==> config.mk <==
export PLATFORM = sky130hd
export DESIGN_NAME = fifo_pkt_writer_flat
export DESIGN_NICKNAME = d
export VERILOG_FILES = /design/src/rtl/fifo_pkt_writer_if.sv /design/src/rtl/fifo_pkt_writer.sv /design/src/flat_wrapper.sv
export SDC_FILE = /design/constraint.sdc
export NUM_CORES = 1
export LEC_CHECK = 0
export ABC_AREA = 1
export ABC_CLOCK_PERIOD_IN_PS = 1500
export BUFFER_PORTS_ARGS = -buffer_cell sky130_fd_sc_hd__clkbuf_2
export CORE_ASPECT_RATIO = 0.75
export CORE_MARGIN = 4
export CORE_UTILIZATION = 48
export CTS_BUF_LIST = sky130_fd_sc_hd__clkbuf_16
export DETAILED_ROUTE_END_ITERATION = 7
export PLACE_DENSITY = 0.77
export SYNTH_ARGS = -nofsm -noshare
export SYNTH_HDL_FRONTEND = slang
export SYNTH_SLANG_ARGS = --single-unit
==> constraint.sdc <==
create_clock -name clk -period 1.5 [get_ports clk]
set_clock_uncertainty 0.05 [all_clocks]
set_input_delay 0.3 -clock clk [delete_from_list [all_inputs] [get_ports clk]]
set_output_delay 0.3 -clock clk [all_outputs]
set_load 0.05 [all_outputs]
==> src/rtl/fifo_pkt_writer_if.sv <==
// rtl/fifo_pkt_writer_if.sv - flit stream and FIFO write-port interfaces for fifo_pkt_writer
//
// flit_if     : producer flit stream (in_valid/in_data/in_last/in_abort) with in_stop backpressure.
//               master = producer, slave = fifo_pkt_writer.
// fifo_wr_if  : FIFO write port (shift_in/d_in), write-pointer rewind (dec_wptr/wptr_value)
//               and almost_full status. master = fifo_pkt_writer, slave = async_fifo write side.

interface flit_if #(
    parameter int DSIZE = 18
) ();
    logic             in_valid;
    logic [DSIZE-1:0] in_data;
    logic             in_last;
    logic             in_abort;
    logic             in_stop;

    modport master (output in_valid, output in_data, output in_last, output in_abort, input in_stop);
    modport slave  (input in_valid, input in_data, input in_last, input in_abort, output in_stop);
endinterface

interface fifo_wr_if #(
    parameter int DSIZE = 18,
    parameter int ASIZE = 9
) ();
    logic             shift_in;
    logic [DSIZE-1:0] d_in;
    logic             dec_wptr;
    logic [ASIZE:0]   wptr_value;
    logic             almost_full;

    modport master (output shift_in, output d_in, output dec_wptr, output wptr_value, input almost_full);
    modport slave  (input shift_in, input d_in, input dec_wptr, input wptr_value, output almost_full);
endinterface

==> src/rtl/fifo_pkt_writer.sv <==
// rtl/fifo_pkt_writer.sv - packet-granular write controller in front of async_fifo
//
// Accepts a flit stream and writes it into the FIFO one registered write per accepted flit.
// Aborted or over-length packets are removed again by rewinding the FIFO write pointer, so
// only complete packets stay in the FIFO.
//
// Ports:
//   clk        write clock (FIFO wclk)
//   res_n      asynchronous active-low reset (shared with FIFO wres_n)
//   flit       flit_if.slave: in_valid, in_data, in_last, in_abort in; in_stop out
//   fifo       fifo_wr_if.master: shift_in, d_in, dec_wptr, wptr_value out; almost_full in
//   pkt_done   1-cycle pulse together with the write of a packet's last flit
//   err_len    1-cycle pulse when a packet exceeds MAX_PKT flits
//   abort_cnt  saturating count of discarded packets

module fifo_pkt_writer #(
    parameter int DSIZE   = 18,
    parameter int ASIZE   = 9,
    parameter int MAX_PKT = 32
) (
    input  logic        clk,
    input  logic        res_n,
    flit_if.slave       flit,
    fifo_wr_if.master   fifo,
    output logic        pkt_done,
    output logic        err_len,
    output logic [15:0] abort_cnt
);

    typedef enum logic [1:0] {IDLE, PKT, REWIND, DROP} state_t;

    localparam logic [ASIZE:0] MAX_CNT = (ASIZE+1)'(MAX_PKT);
    localparam logic [ASIZE:0] CNT_ONE = {{ASIZE{1'b0}}, 1'b1};

    state_t         state;
    logic [ASIZE:0] pkt_cnt;
    logic           drop_next;   // REWIND was caused by a length error: swallow the rest of the packet
    logic           stop;
    logic           accept;
    logic [15:0]    abort_inc;

    // The write launched by the previous accept is still in flight when almost_full is seen,
    // which is why the FIFO threshold of one free entry is enough to avoid overflow.
    always_comb begin
        stop = 1'b0;
        case (state)
            IDLE, PKT: stop = fifo.almost_full;
            REWIND:    stop = 1'b1;
            default:   stop = 1'b0;
        endcase
    end

    assign flit.in_stop = stop;
    assign accept       = flit.in_valid && !stop;
    assign abort_inc    = (abort_cnt == 16'hFFFF) ? abort_cnt : abort_cnt + 16'd1;

    always_ff @(posedge clk or negedge res_n) begin
        if (!res_n) begin
            state           <= IDLE;
            pkt_cnt         <= '0;
            drop_next       <= 1'b0;
            fifo.shift_in   <= 1'b0;
            fifo.d_in       <= '0;
            fifo.dec_wptr   <= 1'b0;
            fifo.wptr_value <= '0;
            pkt_done        <= 1'b0;
            err_len         <= 1'b0;
            abort_cnt       <= '0;
        end else begin
            fifo.shift_in   <= 1'b0;
            fifo.dec_wptr   <= 1'b0;
            fifo.wptr_value <= '0;
            pkt_done        <= 1'b0;
            err_len         <= 1'b0;

            case (state)
                IDLE, PKT: begin
                    if (accept) begin
                        if (flit.in_abort) begin
                            // Abort wins over last; nothing to rewind if no flit was written yet.
                            abort_cnt <= abort_inc;
                            pkt_cnt   <= '0;
                            drop_next <= 1'b0;
                            if (pkt_cnt != '0) begin
                                fifo.dec_wptr   <= 1'b1;
                                fifo.wptr_value <= pkt_cnt;
                                state           <= REWIND;
                            end else begin
                                state <= IDLE;
                            end
                        end else if (pkt_cnt == MAX_CNT) begin
                            // One flit too many: drop the MAX_PKT flits already written. If this
                            // flit also ends the packet there is nothing left to swallow.
                            err_len         <= 1'b1;
                            abort_cnt       <= abort_inc;
                            pkt_cnt         <= '0;
                            fifo.dec_wptr   <= 1'b1;
                            fifo.wptr_value <= pkt_cnt;
                            drop_next       <= !flit.in_last;
                            state           <= REWIND;
                        end else begin
                            fifo.shift_in <= 1'b1;
                            fifo.d_in     <= flit.in_data;
                            if (flit.in_last) begin
                                pkt_cnt  <= '0;
                                pkt_done <= 1'b1;
                                state    <= IDLE;
                            end else begin
                                pkt_cnt <= pkt_cnt + CNT_ONE;
                                state   <= PKT;
                            end
                        end
                    end
                end
                REWIND: begin
                    state     <= drop_next ? DROP : IDLE;
                    drop_next <= 1'b0;
                end
                DROP: begin
                    if (flit.in_valid && (flit.in_last || flit.in_abort)) begin
                        state <= IDLE;
                    end
                end
                default: state <= IDLE;
            endcase
        end
    end

endmodule

==> src/flat_wrapper.sv <==
// flat-port wrapper written by rule: the top's interface ports become plain ports
module fifo_pkt_writer_flat 
#(
    parameter int DSIZE   = 18,
    parameter int ASIZE   = 9,
    parameter int MAX_PKT = 32
)
  (clk, res_n, pkt_done, err_len, abort_cnt, flit_in_valid, flit_in_data, flit_in_last, flit_in_abort, flit_in_stop, fifo_shift_in, fifo_d_in, fifo_dec_wptr, fifo_wptr_value, fifo_almost_full);
  flit_if #(.DSIZE(DSIZE)) flit_i ();
  fifo_wr_if #(.DSIZE(DSIZE), .ASIZE(ASIZE)) fifo_i ();
  input  logic clk;
  input  logic res_n;
  output logic pkt_done;
  output logic err_len;
  output logic [15:0] abort_cnt;
  input wire logic [$bits(flit_i.in_valid)-1:0] flit_in_valid;
  input wire logic [$bits(flit_i.in_data)-1:0] flit_in_data;
  input wire logic [$bits(flit_i.in_last)-1:0] flit_in_last;
  input wire logic [$bits(flit_i.in_abort)-1:0] flit_in_abort;
  output wire logic [$bits(flit_i.in_stop)-1:0] flit_in_stop;
  output wire logic [$bits(fifo_i.shift_in)-1:0] fifo_shift_in;
  output wire logic [$bits(fifo_i.d_in)-1:0] fifo_d_in;
  output wire logic [$bits(fifo_i.dec_wptr)-1:0] fifo_dec_wptr;
  output wire logic [$bits(fifo_i.wptr_value)-1:0] fifo_wptr_value;
  input wire logic [$bits(fifo_i.almost_full)-1:0] fifo_almost_full;
  assign flit_i.in_valid = flit_in_valid;
  assign flit_i.in_data = flit_in_data;
  assign flit_i.in_last = flit_in_last;
  assign flit_i.in_abort = flit_in_abort;
  assign flit_in_stop = flit_i.in_stop;
  assign fifo_shift_in = fifo_i.shift_in;
  assign fifo_d_in = fifo_i.d_in;
  assign fifo_dec_wptr = fifo_i.dec_wptr;
  assign fifo_wptr_value = fifo_i.wptr_value;
  assign fifo_i.almost_full = fifo_almost_full;
  fifo_pkt_writer #(.DSIZE(DSIZE), .ASIZE(ASIZE), .MAX_PKT(MAX_PKT)) u_core (.clk(clk), .res_n(res_n), .flit(flit_i), .fifo(fifo_i), .pkt_done(pkt_done), .err_len(err_len), .abort_cnt(abort_cnt));
endmodule
==> results of run 1 <==
## metal layers
metal,wire length [µm],part of all wire,up-vias,track usage
met2,3970,0.45,164,0.333
met4,350,0.040,0,0.0833
met3,824,0.094,40,0.0714
met5,0,0,-,0
met1,3600,0.41,1381,0.292
li1,-,-,1411,-
## stage by stage
| stage | TNS (ns) | setup slack [ns] | std cells | utilization |
|---|---|---|---|---|
| 6_report | -2.04 | -0.113 | 575 | 0.739 |
| 3_5_place_dp | -3.54 | -0.126 | 546 | 0.628 |
| 2_1_floorplan | -1.67 | -0.153 | 369 | - |
| 5_1_grt | -6.02 | -0.213 | 575 | 0.739 |
| 3_3_place_gp | -0.598 | -0.0433 | 546 | 0.628 |
| 4_1_cts | -1.27 | -0.0788 | 567 | 0.692 |
## final cells by class
cell class / count / area (µm²) / area share
clock buffers: 9 / 225 / 0.0518
clock inverters: 7 / 28.8 / 0.00662
inverters: 31 / 121 / 0.0279
multi-input cells: 269 / 1530 / 0.353
flip-flops and latches: 61 / 1540 / 0.354
well taps: 78 / 97.6 / 0.0225
repair buffers: 120 / 802 / 0.185
## registers in the layout, indices dropped and copies added (netlist names), 2 cells and up
signal	cells
u_core.fifo.d_in	18
u_core.abort_cnt	16
u_core.fifo.wptr_value	10
u_core.pkt_cnt	10
u_core.state	2
## worst register-to-register path, stage by stage (launching register included)
cell     delay [ns]
dfrtp_1        0.39
inv_2          0.09
ha_4           0.14
nand2_2        0.05
nor2_2         0.09
nand3_2        0.13
a21oi_4        0.18
buf_6          0.16
nand2_8        0.09
nand2_1        0.09
nand2_1        0.05
## report_power, final
part           internal (mW)  switching [mW]
Sequential              1.93           0.221
Clock                   1.08           0.672
Combinational          0.658            1.54
## timing repair
action | in CTS | in global routing
pin swaps | 5 | 9
resized for setup | 21 | 59
hold buffers | 1 | 0
buffers inserted | 3 | 7
setup endpoints to repair | 52 | 58
hold endpoints to repair | 61 | 0
gates cloned | 1 | 1
## worst max path at each step
stage,slack [ns],endpoint
global route,-0.21,u_core.state[1]
global placement,-0.04,u_core.pkt_cnt[9]
detailed placement,-0.13,u_core.abort_cnt[15]
CTS,-0.08,u_core.abort_cnt[6]
finish,-0.11,u_core.abort_cnt[6]
floorplan,-0.15,u_core.abort_cnt[14]
## cells in the mapped netlist
master / n
nand2_2: 4
xor2_1: 9
buf_6: 1
nand4_1: 7
inv_1: 24
nand2_4: 1
buf_4: 2
and3_1: 1
nand3_2: 2
inv_2: 7
nand2_1: 133
nor3_1: 5
nand3_1: 18
xnor2_1: 6
a21oi_2: 1
a21oi_1: 3
buf_2: 5
clkbuf_1: 2
ha_1: 3
o21ai_1: 14
nor2_1: 46
nor2_4: 2
nor4_1: 1
dfrtp_1: 61
o21ai_0: 10
nor2_2: 1
## cells in the final DEF, fill, tap and decap left out
master,Yosys,layout
o21ai_1,14,17
nor3_1,5,4
nor2_4,2,7
o21ai_0,10,7
nor4_4,0,1
clkinv_2,0,2
buf_8,0,1
clkbuf_2,0,70
and3_1,1,1
buf_4,2,38
ha_4,0,2
clkbuf_16,0,9
dlygate4sd3_1,0,1
nor2_2,1,13
clkinv_1,0,1
inv_2,7,11
nand2_4,1,2
buf_2,5,1
nand3_2,2,5
nor2_1,46,29
inv_4,0,2
ha_2,0,1
nand3_4,0,2
a21oi_1,3,2
dfrtp_1,61,51
nor3_2,0,1
buf_12,0,4
xnor2_1,6,6
nand4_1,7,7
inv_1,24,22
nand2_8,0,4
buf_6,1,5
xor2_1,9,9
nand2_2,4,19
a21oi_4,0,2
nand3_1,18,13
nand2_1,133,115
dfrtp_2,0,10
## logic make-up (layout without fill, tap and decap cells)
logic type | after synthesis | in the layout | share of synthesized area
and+or+nand+nor | 221 | 223 | 0.315
xor gates and xnor gates | 15 | 15 | 0.0446
AOI/OAI and AO/OA | 28 | 28 | 0.0489
DFF | 61 | 61 | 0.519
adders and majority gates | 3 | 3 | 0.0128
buffers and inverters | 41 | 167 | 0.0595
==> flow_summary.yaml, run 1 <==
global_routing:
  grt_pass1_wl_mm: 12.7
  grt_max_degree: 62
  grt_overflow: 0
  grt_pass1_vias: 2800
  grt_usage: 0.217
  antenna_found_initial: 0
cts:
  clkSlewWorstSetupHoldPaths_ns: 0.05
  clock_sinks: 61
  clk_latency_ns: 0.32
  cts_tree: "yes"
  cts_made_buffers: 9
  htree_levels: 3
  root_buffer: "clkbuf_16"
  clock_path_buffers: 2
setup_path:
  path_max_fanout: 8
  rr_startpoint: "u_core.pkt_cnt[0]"
  cp.required_ns: 1.65
  cpMostUsedCell: "nand2_1"
  critical_path.max_stage_delay_ns: 0.39
  r2r_cells: 10
  worst-path-stages: 10
  r2r_slack_ns: -0.11
  critPathTopFamily: "simple AND/OR/NAND/NOR gates"
  crit_path_cell_trace: "inv_2 -> ha_4 -> nand2_2 -> nor2_2 -> nand3_2 -> a21oi_4 -> buf_6 -> nand2_8 -> nand2_1 -> nand2_1"
  end_kind: "flip-flop"
  start_kind: "flip-flop"
  crit_buf_inv: 2
  cp_slowest_cell: "dfrtp_1"
  worst_ep_arrival_time_ns: 1.77
  crit_start: "u_core.pkt_cnt[0]"
  r2r_end: "u_core.abort_cnt[6]"
  critPathKind: "flip-flop to flip-flop"
placement:
  port_buffers: 72
  gp_congestion: 0.863
  dpl.hpwl_mm: 5.23
  place_area_um2: 3700
finish:
  nFillCells: 430
  drive_above_1_share: 0.427
  nets: 519
  area_growth_syn_to_layout_pct: 47.7
  post-route-cell-area_um2: 4350
  n_antenna_cell: 0
run_status:
  status: "finished, violations left"
  violations: "setup timing"
worst_hold_path:
  hold_depth: 3
  hp-start: "flit_in_data[10]"
  hold_path_class: "primary input to flip-flop"
  holdPathEnd: "u_core.fifo.d_in[10]"
yosys:
  ys_seq_elements: 61
  avgSynthCellArea_um2: 7.98
  synthesis.area_um2: 2940
  syn_inst: 369
  synthesis.nets: 396
  synth_cell_type_count: 26
  yosysTopAreaCellShare: 0.519
  yosys-top-cells-area: "dfrtp_1, nand2_1, nor2_1, nand3_1, inv_1"
  yosysSeqAreaShare: 0.519
  synth_top_area_cell: "dfrtp_1"
  ys_warn_count: 0
flow_run:
  drv_cap: 0
route:
  drt-pass1-iter-count: 5
  wirelength_mm: 8.75
  wl_per_cell_um: 15.2
  ant_nets: 0
  drc: 0
  first_iter_violations: 211
  viasPerCell: 5.21
  vias: 2996
floorplanning:
  initial_utilization: 0.500
  die_h_um: 75.8
  die_w_um: 98.4
  boundaryPins: 73
  core_area_um2: 5890
  rows: 24
  die-area_um2: 7460
pwr:
  p_leak_nw: 2.22
  power.density_nw_per_um2: 1400
  power_mw: 6.09
  peakVddDrop_mv: 1.06
sta:
  finalSetupViolCount: 46
  relSlewSlack: 0.746
  fmax_ghz: 0.620
  slew_viol_final: 0
  timing.final.crit_share: 1.08
  fin_ws_ns: -0.113
  worst_slew_pin_slew_ns: 0.379
  finalCriticalPeriod_ns: 1.61
  holdWs_ns: 0.127
  hold_viol_final: 0
  rsz0062_at_grt: "true"
Power figures use the tool's default switching activity.
==> run 2: changes to the inputs <==
--- a/config.mk
+++ b/config.mk
@@ -9,11 +9,11 @@
 export ABC_CLOCK_PERIOD_IN_PS = 1500
 export BUFFER_PORTS_ARGS = -buffer_cell sky130_fd_sc_hd__clkbuf_2
 export CORE_ASPECT_RATIO = 0.75
-export CORE_MARGIN = 4
 export CORE_UTILIZATION = 48
 export CTS_BUF_LIST = sky130_fd_sc_hd__clkbuf_16
 export DETAILED_ROUTE_END_ITERATION = 7
 export PLACE_DENSITY = 0.77
+export RECOVER_POWER = 50
 export SYNTH_ARGS = -nofsm -noshare
 export SYNTH_HDL_FRONTEND = slang
 export SYNTH_SLANG_ARGS = --single-unit
==> run 2 against run 1 <==
Non-clock buffer count is 2 lower. Clock power increased by 11%. Sequential power is essentially flat. Fmax shrank 3.6%. The run still ends with setup timing left. Via count rose by 0.90%. Worst setup slack worse by 0.060 ns. Critical endpoint is now u_core.abort_cnt[9]. Register-to-register slack worse by 0.06 ns. Sequential cell count stayed put. Global-route usage increased by 3.6 points. Highest routed layer unchanged. Critical path depth down 1. Final cell count decreased by 0.70%.
==> flow_summary.yaml, run 2 (synthesis gave the netlist of run 1 again) <==
pwr:
  p_leak_nw: 2.28
  power.density_nw_per_um2: 1430
  peakVddDrop_mv: 1.01
finish:
  final_cell_mix: "nand2_1, clkbuf_2, dfrtp_1, buf_4, nor2_1"
  layout_commonest_cell: "nand2_1"
  drive_above_1_share: 0.432
  multiInputGateArea_um2: 1560
  reg.largest.list: "u_core.fifo.d_in: 18 flops, u_core.abort_cnt: 16 flops"
  largest_register_ffs: 18
  final_util: 0.755
  n_antenna_cell: 0
  regMostFlops: "u_core.fifo.d_in"
  nFillCells: 407
  area_growth_syn_to_layout_pct: 50.2
  nets: 517
  regArea_um2: 1540
global_routing:
  grt_pass1_wl_mm: 12.4
  grt_usage: 0.254
  grt_pass1_vias: 2647
  grt_overflow: 0
  grt_max_degree: 62
  antenna_found_initial: 0
sta:
  hold_viol_final: 0
  worst_slew_pin_slew_ns: 0.829
  relSlewSlack: 0.447
  fin_setup_tns_ns: -4.47
  rsz0062_at_grt: "true"
  fmax_ghz: 0.598
  holdWs_ns: 0.119
  slew_viol_final: 0
  finalSetupViolCount: 51
  timing.final.crit_share: 1.11
  finalCriticalPeriod_ns: 1.67
  fin_ws_ns: -0.172
setup_path:
  path_max_fanout: 8
  rr_startpoint: "u_core.pkt_cnt[0]"
  r2r_end: "u_core.abort_cnt[9]"
  crit_end: "u_core.abort_cnt[9]"
  crit_start: "u_core.pkt_cnt[0]"
  end_kind: "flip-flop"
  start_kind: "flip-flop"
  cp.required_ns: 1.67
  r2r_slack_ns: -0.17
  critPathKind: "flip-flop to flip-flop"
  worst_ep_arrival_time_ns: 1.84
  r2r_cells: 9
floorplanning:
  core_area_um2: 5860
  die-area_um2: 6450
  initial_utilization: 0.503
  die_w_um: 92.4
  die_h_um: 69.8
  boundaryPins: 73
  rows: 24
run_status:
  violations: "setup timing"
  status: "finished, violations left"
worst_hold_path:
  hp-start: "flit_in_data[6]"
  hold_path_class: "primary input to flip-flop"
placement:
  port_buffers: 72
  dpl.hpwl_mm: 4.97
  gp_congestion: 0.877
cts:
  cts_tree: "yes"
  htree_levels: 3
  root_buffer: "clkbuf_16"
  clock_sinks: 61
  clk_latency_ns: 0.33
  clock_path_buffers: 2
  cts_made_buffers: 9
  clkSlewWorstSetupHoldPaths_ns: 0.05
route:
  drt-pass1-iter-count: 7
  drc: 0
  vias: 3023
  wl_per_cell_um: 15.0
  first_iter_violations: 265
  ant_nets: 0
  viasPerCell: 5.29
  wirelength_mm: 8.56
flow_run:
  drv_cap: 0
-- run 2: cell types whose count changed in the layout (fill, tap and decap cells not counted), moves of 4 or more --
| cell | change |
|---|---|
| o21ai_2 | +7 |
| nand2_4 | +6 |
| nor2_2 | -6 |
| buf_4 | -4 |
| o21ai_0 | -4 |
-- run 2: per-layer routing --
| layer | wire [µm] | vias up | part of all wire | global-route usage |
|---|---|---|---|---|
| met1 | 3460 | 1429 | 0.40 | 0.341 |
| li1 | - | 1408 | - | - |
| met5 | 0 | - | 0 | 0 |
| met3 | 716 | 23 | 0.084 | 0.0800 |
| met2 | 4150 | 163 | 0.49 | 0.390 |
| met4 | 226 | 0 | 0.026 | 0.0833 |
-- run 2: final cells by class --
cell class | count | area share
Clock buffer | 9 | 0.0509
Clock inverter | 5 | 0.0105
Tap cell | 78 | 0.0221
Timing Repair Buffer | 118 | 0.189
Sequential cell | 61 | 0.348
Multi-Input combinational cell | 269 | 0.353
Inverter | 31 | 0.0269
-- run 2: critical path, cell delays in order, from the launching register on --
cell and delay (ns):
dfrtp_1 0.38, inv_2 0.08, ha_4 0.14, nand2_2 0.06
nor2_2 0.10, nand3_2 0.13, a21oi_4 0.25, nand2_2 0.19
nand2_1 0.12, nand2_1 0.05
-- run 2: worst min-delay path by stage --
stage / endpoint / slack, ns / cells past startpoint
after floorplan: u_core.abort_cnt[0] / -0.05 / 0
after global routing: u_core.fifo.d_in[5] / 0.13 / 3
final: u_core.fifo.d_in[6] / 0.12 / 3
after CTS: u_core.fifo.d_in[2] / 0.12 / 3
after detailed placement: u_core.abort_cnt[5] / 0.29 / 2
after global placement: u_core.abort_cnt[6] / 0.28 / 2
-- run 2: where the power goes --
group	internal, mW	leakage (nW)	switching (mW)
Clock	1.24	0.141	0.693
Sequential	1.93	0.802	0.236
Combinational	0.675	1.33	1.56
-- run 2: per-stage QoR --
stage | total power, mW | area (µm²) | instances | setup WS (ns)
global placement | 3.99 | 3670 | 542 | -0.0687
detailed placement | 4.04 | 3670 | 542 | -0.124
CTS | 6.14 | 4210 | 565 | -0.0919
finish | 6.33 | 4420 | 571 | -0.172
global route | 6.58 | 4420 | 571 | -0.257
floorplan | 3.44 | 2990 | 369 | -0.153
-- run 2: timing repair --
| item | in CTS | in global routing |
|---|---|---|
| endpoints found under the hold margin | 61 | 0 |
| setup endpoints to repair | 53 | 58 |
| gates cloned | 2 | 4 |
| resized for setup | 48 | 47 |
| setup buffers | 6 | 4 |
| hold buffers | 1 | 0 |
| pin swaps | 2 | 15 |
==> run 3: changes to the inputs <==
--- a/config.mk
+++ b/config.mk
@@ -6,13 +6,13 @@
 export NUM_CORES = 1
 export LEC_CHECK = 0
 export ABC_AREA = 1
-export ABC_CLOCK_PERIOD_IN_PS = 1500
+export ABC_CLOCK_PERIOD_IN_PS = 1600
 export BUFFER_PORTS_ARGS = -buffer_cell sky130_fd_sc_hd__clkbuf_2
 export CORE_ASPECT_RATIO = 0.75
-export CORE_UTILIZATION = 48
+export CORE_UTILIZATION = 53
 export CTS_BUF_LIST = sky130_fd_sc_hd__clkbuf_16
 export DETAILED_ROUTE_END_ITERATION = 7
-export PLACE_DENSITY = 0.77
+export PLACE_DENSITY = 0.8
 export RECOVER_POWER = 50
 export SYNTH_ARGS = -nofsm -noshare
 export SYNTH_HDL_FRONTEND = slang
==> constraint.sdc (replaced) <==
create_clock -name clk -period 1.6 [get_ports clk]
set_clock_uncertainty 0.05 [all_clocks]
set_input_delay 0.32 -clock clk [delete_from_list [all_inputs] [get_ports clk]]
set_output_delay 0.32 -clock clk [all_outputs]
set_load 0.05 [all_outputs]
==> run 3 against run 2 <==
The flow still finishes with violations (setup timing). First-iteration DRC count down 31%. Sequential cell count unchanged. Fmax up 2.5%. Critical path depth up 1. Count of clock-buffer cells in the layout unchanged. Worst hold slack better by 0.018 ns. Non-clock buffer count down 19. Cell area down 8.7%. Power down 8.0%. Combinational power down 18%. Clock power up 3%. Global-route usage up 1.4 points. Critical endpoint is now u_core.abort_cnt[11]. Largest cell class is now registers. Highest routed layer unchanged.
==> flow_summary.yaml, run 3 (synthesis gave the netlist of run 1 again) <==
pwr:
  peakVddDrop_mv: 1.01
  p_switching_mw: 2.17
  pwr-share-seq: 0.345
  p_sw_frac: 0.373
  clkPwrFrac: 0.341
  p_int_mw: 3.65
  power.density_nw_per_um2: 1440
  p_leak_nw: 2.10
  p_comb_frac: 0.313
finish:
  reg.largest.list: "u_core.fifo.d_in: 18 flops, u_core.abort_cnt: 16 flops"
  final_cell_mix: "nand2_1, clkbuf_2, dfrtp_1, nor2_1"
  layout_commonest_cell: "nand2_1"
  regMostFlops: "u_core.fifo.d_in"
  nets: 497
  n_antenna_cell: 0
  largest_register_ffs: 18
  finalNonFillerCells: 550
  area_growth_syn_to_layout_pct: 37.2
  drive_above_1_share: 0.345
global_routing:
  grt_max_degree: 62
  grt_pass1_wl_mm: 11.5
  grt_usage: 0.268
  use_met3: 0.0805
  antenna_found_initial: 0
  grt_overflow: 0
  busiest_layer: "met2"
  grt_pass1_vias: 2442
  grt_util_met1: 0.367
  use_met2: 0.391
sta:
  fmax_ghz: 0.613
  slew_viol_final: 0
  finalCriticalPeriod_ns: 1.63
  rsz0062_at_grt: "true"
  worst_slew_pin_slew_ns: 0.812
  fin_ws_ns: -0.0316
  timing.final.crit_share: 1.02
  finalSetupViolCount: 17
  relSlewSlack: 0.459
  hold_viol_final: 0
route:
  drt-pass1-iter-count: 4
  ant_nets: 0
  viasPerCell: 5.05
  drc: 0
  vias: 2780
  wirelength_mm: 7.23
  first_iter_violations: 184
  wl_per_cell_um: 13.2
placement:
  port_buffers: 72
  place_inst: 525
  pre_cts_ws_ns: -0.0834
  dpl.hpwl_mm: 4.75
  gp_congestion: 0.901
cts:
  root_buffer: "clkbuf_16"
  clock_sinks: 61
  clk_latency_ns: 0.33
  cts_tree: "yes"
  clock_path_buffers: 2
  htree_levels: 3
  clkSlewWorstSetupHoldPaths_ns: 0.05
  cts_made_buffers: 9
run_status:
  status: "finished, violations left"
  violations: "setup timing"
setup_path:
  rr_startpoint: "u_core.pkt_cnt[1]"
  end_kind: "flip-flop"
  crit_start: "u_core.pkt_cnt[1]"
  start_kind: "flip-flop"
  path_max_fanout: 8
  cp.required_ns: 1.77
  critPathKind: "flip-flop to flip-flop"
  worst_ep_arrival_time_ns: 1.80
floorplanning:
  die_h_um: 66.5
  die_w_um: 88.0
  core_area_um2: 5350
  boundaryPins: 73
  rows: 23
  die-area_um2: 5860
  initial_utilization: 0.550
flow_run:
  drv_cap: 0
worst_hold_path:
  hp-start: "flit_in_data[8]"
  hold_path_class: "primary input to flip-flop"
[run 3: cell count changes in the layout (fill, tap and decap cells not counted), moves of 3 or more]
cell / delta
nor2_4: -8
nand2_1: +6
nand2_4: -6
nand3_1: +5
o21ai_2: -7
nor2_1: +6
nand3_2: -3
o21ai_0: +6
buf_4: -13
clkinv_1: +3
[run 3: power by group through the flow]
| stage | sequential (mW) | combinational [mW] | clock (mW) |
|---|---|---|---|
| 5_1_grt | 2.05 | 1.95 | 2.08 |
| 3_5_place_dp | 2.02 | 1.72 | 0 |
| 6_report | 2.01 | 1.83 | 1.99 |
| 4_1_cts | 2.01 | 1.76 | 2.02 |
| 2_1_floorplan | 2.75 | 0.463 | 0 |
| 3_3_place_gp | 2.02 | 1.68 | 0 |
[run 3: worst paths after layout]
check	depth (start not counted)	slack, ns	end
max	10	-0.03	u_core.abort_cnt[11]
min	3	0.14	u_core.fifo.d_in[8]
max reg2reg	10	-0.03	u_core.abort_cnt[11]
min reg2reg	2	0.43	u_core.fifo.d_in[7]
max in group asynchronous	3	0.24	u_core.abort_cnt[7]
min in group asynchronous	3	0.69	u_core.abort_cnt[14]
[run 3: layer usage]
metal | up-vias | wire, µm
li1 | 1351 | -
met1 | 1304 | 3320
met2 | 113 | 3290
met3 | 12 | 477
met4 | 0 | 142
met5 | - | 0
[run 3: per-stage QoR]
step | power, mW | setup TNS [ns] | hold slack [ns] | util | instance area [µm²]
5_1_grt | 6.08 | -2.92 | 0.130 | 0.754 | 4040
3_5_place_dp | 3.74 | -0.680 | 0.307 | 0.664 | 3550
4_1_cts | 5.78 | -0.192 | 0.130 | 0.733 | 3920
6_report | 5.82 | -0.405 | 0.136 | 0.754 | 4040
2_1_floorplan | 3.22 | -0.496 | -0.0256 | - | 2980
3_3_place_gp | 3.70 | 0 | 0.304 | 0.664 | 3550
[run 3: cell type report]
class / count / area (µm²)
Sequential cell: 61 / 1540
Multi-Input combinational cell: 268 / 1380
Fill cell: 388 / 1320
Timing Repair Buffer: 99 / 602
Clock buffer: 9 / 225
Inverter: 31 / 116
Tap cell: 75 / 93.8
Clock inverter: 7 / 80.1
[run 3: worst max-delay path, cell delays in order, from the launching register on]
cell,delay [ns]
dfrtp_1,0.38
inv_2,0.09
ha_4,0.16
nand2_2,0.05
nor2_2,0.09
nand3_2,0.13
a21oi_4,0.22
buf_6,0.14
nand2_8,0.08
nand2_2,0.08
nand2_2,0.04
[run 3: repair_timing]
item,in CTS,in global routing
setup buffers,1,6
endpoints found under the setup margin,28,55
gates resized for setup,11,29
cloned,1,0
hold endpoints to repair,61,0
pin swaps,4,13
hold buffers,1,0
